--- config.mk ---
export PLATFORM = sky130hd
export DESIGN_NAME = tcdm_rr_arb_tree_flat
export DESIGN_NICKNAME = d
export VERILOG_FILES = /design/src/rtl/tcdm_rr_arb_tree_if.sv /design/src/rtl/tcdm_rr_arb_tree.sv /design/src/flat_wrapper.sv
export SDC_FILE = /design/constraint.sdc
export NUM_CORES = 1
export LEC_CHECK = 0
export BUFFER_PORTS_ARGS = -buffer_cell sky130_fd_sc_hd__buf_2
export CAP_MARGIN = 20
export CORE_AREA = 5 5 119 121
export CTS_BUF_LIST = sky130_fd_sc_hd__clkbuf_8
export DETAILED_ROUTE_END_ITERATION = 16
export DIE_AREA = 0 0 124 126
export SKIP_CTS_REPAIR_TIMING = 1
export SLEW_MARGIN = 20
export SYNTH_ARGS = -nofsm -noshare
export SYNTH_HDL_FRONTEND = slang
export SYNTH_SLANG_ARGS = --single-unit
export TNS_END_PERCENT = 50
--- constraint.sdc ---
create_clock -name clk_i -period 6.82 [get_ports clk_i]
set_input_delay 0.341 -clock clk_i [delete_from_list [all_inputs] [get_ports clk_i]]
set_output_delay 0.341 -clock clk_i [all_outputs]
set_load 0.01 [all_outputs]
--- src/rtl/tcdm_rr_arb_tree_if.sv ---
// Bus bundle for one TCDM bank arbiter: the requester side (req/gnt/data per
// master) and the downstream side (single req/gnt with the selected payload).
interface tcdm_rr_arb_tree_if #(
    parameter int unsigned NumReq    = 8,
    parameter int unsigned DataWidth = 32
);
    localparam int unsigned IdxWidth = (NumReq > 1) ? $clog2(NumReq) : 1;

    logic [NumReq-1:0]                req_i;
    logic [NumReq-1:0]                gnt_o;
    logic [NumReq-1:0][DataWidth-1:0] data_i;
    logic                             gnt_i;
    logic                             req_o;
    logic [DataWidth-1:0]             data_o;
    logic [IdxWidth-1:0]              idx_o;

    // Arbiter side
    modport slave (
        input  req_i, data_i, gnt_i,
        output gnt_o, req_o, data_o, idx_o
    );

    // Driver side (decoders upstream, bank downstream)
    modport master (
        output req_i, data_i, gnt_i,
        input  gnt_o, req_o, data_o, idx_o
    );
endinterface

--- src/rtl/tcdm_rr_arb_tree.sv ---
// Round-robin arbiter for one TCDM bank. Selection is combinational; the only
// state is the round-robin pointer, which moves one past the winner on every
// downstream handshake.
module tcdm_rr_arb_tree #(
    parameter int unsigned NumReq    = 8,
    parameter int unsigned DataWidth = 32
) (
    input  logic                  clk_i,
    input  logic                  rst_i,
    tcdm_rr_arb_tree_if.slave     bus
);
    localparam int unsigned IdxWidth = (NumReq > 1) ? $clog2(NumReq) : 1;

    logic [IdxWidth-1:0]  rr_q, rr_d, idx;
    logic                 req_any, hs;
    logic [NumReq-1:0]    gnt;
    logic [DataWidth-1:0] data;

    // Any requester active
    always_comb req_any = |bus.req_i;

    // Masked priority encoder with fallback: lowest requester at or above the
    // pointer wins; if none, lowest requester overall (the wrapped search).
    always_comb begin
        idx = '0;
        for (int i = int'(NumReq) - 1; i >= 0; i--)
            if (bus.req_i[i]) idx = IdxWidth'(i);
        for (int i = int'(NumReq) - 1; i >= 0; i--)
            if (bus.req_i[i] && (IdxWidth'(i) >= rr_q)) idx = IdxWidth'(i);
    end

    // Payload mux and grant decode; only the winner's data is ever read, so
    // unused lanes cannot leak into data_o and idle output is zero.
    always_comb begin
        data = '0;
        gnt  = '0;
        for (int i = 0; i < int'(NumReq); i++) begin
            if (req_any && (idx == IdxWidth'(i))) begin
                data   = bus.data_i[i];
                gnt[i] = bus.gnt_i;
            end
        end
    end

    // Next pointer: one past the winner on handshake, wrapping at NumReq-1
    always_comb begin
        hs   = req_any & bus.gnt_i;
        rr_d = rr_q;
        if (hs)
            rr_d = (idx == IdxWidth'(NumReq - 1)) ? '0 : idx + IdxWidth'(1);
    end

    generate
        if (NumReq > 1) begin : g_rr
            // Pointer register; reset takes priority over a same-cycle handshake
            always_ff @(posedge clk_i) begin
                if (rst_i) rr_q <= '0;
                else       rr_q <= rr_d;
            end
        end else begin : g_single
            assign rr_q = '0;
        end
    endgenerate

    assign bus.req_o  = req_any;
    assign bus.gnt_o  = gnt;
    assign bus.data_o = data;
    assign bus.idx_o  = idx;
endmodule

--- src/flat_wrapper.sv ---
// flat-port wrapper written by rule: the top's interface ports become plain ports
module tcdm_rr_arb_tree_flat 
#(
    parameter int unsigned NumReq    = 8,
    parameter int unsigned DataWidth = 32
)
  (clk_i, rst_i, bus_req_i, bus_data_i, bus_gnt_i, bus_gnt_o, bus_req_o, bus_data_o, bus_idx_o);
  tcdm_rr_arb_tree_if #(.NumReq(NumReq), .DataWidth(DataWidth)) bus_i ();
  input  logic clk_i;
  input  logic rst_i;
  input wire logic [$bits(bus_i.req_i)-1:0] bus_req_i;
  input wire logic [$bits(bus_i.data_i)-1:0] bus_data_i;
  input wire logic [$bits(bus_i.gnt_i)-1:0] bus_gnt_i;
  output wire logic [$bits(bus_i.gnt_o)-1:0] bus_gnt_o;
  output wire logic [$bits(bus_i.req_o)-1:0] bus_req_o;
  output wire logic [$bits(bus_i.data_o)-1:0] bus_data_o;
  output wire logic [$bits(bus_i.idx_o)-1:0] bus_idx_o;
  assign bus_i.req_i = bus_req_i;
  assign bus_i.data_i = bus_data_i;
  assign bus_i.gnt_i = bus_gnt_i;
  assign bus_gnt_o = bus_i.gnt_o;
  assign bus_req_o = bus_i.req_o;
  assign bus_data_o = bus_i.data_o;
  assign bus_idx_o = bus_i.idx_o;
  tcdm_rr_arb_tree #(.NumReq(NumReq), .DataWidth(DataWidth)) u_core (.clk_i(clk_i), .rst_i(rst_i), .bus(bus_i));
endmodule
==> out/results.txt <==
Outcome -> completed
Routability cong. -> 0.8596
Yosys top cell area share -> 13.78%
Area of the core -> 0.01298 sq mm
Clock Power Share -> 4.3%
Tot Pwr -> 1.192 mW
DRC -> 0
Pre-Repair DR Iteration Count -> 5
Worst-Skew Late Latency -> 0.22 ns
Yosys synthesis warning count -> 0
# nets final -> 999
Gr ovfl total -> 0
Finished Layout Cells -> 901
Top post-synthesis cells by area -> a221oi_2 (14%), nor2b_1 (12%), o21ai_0 (10%)
Final hold viol count -> 0
Min Tclk post-route -> 4.404 ns
CTS buffer count -> 3
Final setup fails -> 0
Die area -> 0.01562 sq mm
NetSw -> 658.3 uW
Fmax -> 0.2271 GHz
Syn_area_per_cell -> 6.780 sq um
Leak -> 2.217 nW
RSZ-0062 raised after global routing -> no
#FFs+latches synth -> 3
Worst slack at placement -> 2.639 ns
CP Class -> flip-flop to output port
Biggest registers after layout -> u_core.rr_q x3
Layout cells sized above 1 -> 49.93%
CP endpoint kind -> output port
Sink Count -> 3
Initial core utilization -> 24.34%
Via-to-Cell Ratio -> 5.524
Final worst slack -> 2.416 ns
Pin count of the biggest net entering global routing -> 66
Arr. time, crit path -> 4.06 ns
I/O Buffers -> 310
Max_slew headroom -> 27.72%
Placed cells -> 897
Cell variety after synth -> 46
DIE WIDTH -> 124 um
H-tree depth -> 1
Top FF cell, synth -> dfxtp_1
Post-Syn Area -> 0.003159 sq mm
Ys async rst share -> 0%
Maxcap violations -> 0
Worst Clk Skew -> 0.0004572 ns
Post-Syn Nets -> 739
Worst path required time -> 6.48 ns
Flop pwr share -> 2.4%
Hold Slack -> 0.3165 ns
Clk buf depth -> 2
HPWL after DPL -> 12.78 mm
Switching share of total power -> 55.22%
CTS clock-pin slew for the worst setup and hold paths -> 0.03 ns
Chip Height -> 126 um
Largest Register -> u_core.rr_q
Worst-Margin Slew -> 1.084 ns
Root buf cell -> clkbuf_8
All-layer global routing usage -> 19.92%
Final worst-path cycle share -> 64.57%
Int Pwr -> 533.8 uW
HP Class -> primary input to flip-flop
Initial DRC count -> 396
Max Slew Vio Count -> 0
Number of flip-flops under the largest register name -> 3
Post-synth EDFFs -> 0
Cells after Synth -> 466
Area added between synthesis and finish -> 52.87%
Combinational power share -> 93.3%
Synth top cells by count -> nor2b_1 (63), o21ai_0 (63), clkbuf_1 (46)
Fillers -> 1,476
Site row count -> 42
Synth area leader -> a221oi_2
Initial antenna violation count -> 0
Via count -> 4,977
Avg WL per Cell -> 19.32 um
Number of diodes -> 0
Power Density -> 246.8 mW/mm^2
First-pass GRT wire length -> 25.24 mm
Number of global-route vias before repair -> 4,897
Peak supply drop -> 79.75 uV
Post-Route WL -> 17.41 mm
Final antenna-violating net count -> 0
Ports -> 311
Post-synthesis sequential area ratio -> 1.901%
Crit path launch type -> flip-flop
CTS tree -> yes
Crit Path Max Fanout -> 38
Final setup TNS -> 0 ns
-- worst max-delay path, stage by stage (launching register included) --
cell and delay, ns:
dfxtp_1 0.54, nand2_1 0.11, nand2_1 0.07, a2bb2oi_1 0.06, o21a_1 0.18, a21oi_1 0.37
ha_2 0.81, nor2b_4 0.91, a22oi_1 0.13, o21ai_0 0.21, o21ai_0 0.11, o21ai_1 0.15
buf_2 0.17
-- logic make-up (layout without fill, tap and decap cells) --
group,Yosys count,in the layout,share of synthesized area (%)
DFF,3,3,1.901
and+or+nand+nor,137,137,25.15
muxes,1,1,0.3168
adders and majority gates,7,7,2.693
AOI/OAI and AO/OA,248,248,60.59
buffers and inverters,70,329,9.346
-- stage by stage --
stage	instance area (sq um)	utilization, %
3_5_place_dp	4775	36.78
4_1_cts	4820	37.13
5_1_grt	4830	37.21
6_report	4830	37.21
2_1_floorplan	3159	-
3_3_place_gp	4775	36.78
-- layout make-up --
class	count	area (sq um)	share of cell area [%]
multi-input combinational	393	2874	59.51
timing repair buffer	316	1597	33.06
tap	176	220.2	4.560
sequential	3	60.06	1.244
clock buffer	3	41.29	0.8549
inverter	9	33.78	0.6995
clock inverter	1	3.754	0.07772
-- power by group through the flow --
stage | logic (mW) | clock network, mW | registers (mW)
finish | 1.11 | 0.0518 | 0.0283
global route | 1.21 | 0.0546 | 0.0288
CTS | 1.11 | 0.0524 | 0.0279
detailed placement | 1.11 | 0 | 0.0281
global placement | 1.11 | 0 | 0.0284
floorplan | 0.729 | 0 | 0.0223
-- final timing paths --
kind                                                     to  cells past startpoint                         from  slack, ns
worst max-delay path                          bus_data_o[8]                     12  u_core.rr_q[2]$_SDFFE_PP0P_       2.42
worst min register to register  u_core.rr_q[0]$_SDFFE_PP0P_                      2  u_core.rr_q[0]$_SDFFE_PP0P_       0.60
worst max register to register  u_core.rr_q[2]$_SDFFE_PP0P_                      9  u_core.rr_q[2]$_SDFFE_PP0P_       4.63
worst min-delay path            u_core.rr_q[1]$_SDFFE_PP0P_                      2                        rst_i       0.32
-- cell usage in the layout, fill, tap and decap left out, types with 2 or more instances in the layout --
master / count
nor2_1: 7
ha_4: 2
nor2b_4: 2
o221ai_1: 30
buf_2: 310
dfxtp_1: 3
nand2b_1: 4
inv_1: 9
buf_4: 6
nor2b_1: 61
a21o_1: 2
o21ai_0: 63
o21ai_1: 29
a221oi_1: 34
nand2_1: 7
nor3_1: 33
a21oi_1: 9
or2_2: 2
and3_1: 9
a221oi_2: 29
nand3_1: 3
clkbuf_8: 3
o21bai_1: 3
and2_1: 2
a22oi_1: 32
a211oi_1: 3
ha_1: 3
-- routing by layer --
layer | wire length (um) | share of wire (%) | vias to the layer above | GRT usage [%]
li1 | - | - | 2391 | -
met1 | 6948 | 40 | 2288 | 24.83
met2 | 8547 | 49 | 282 | 35.79
met3 | 1705 | 9.8 | 16 | 3.632
met4 | 204 | 1.2 | 0 | 3.415
met5 | 0 | 0 | - | 0
Note: power is estimated with default switching activity, not from simulation.
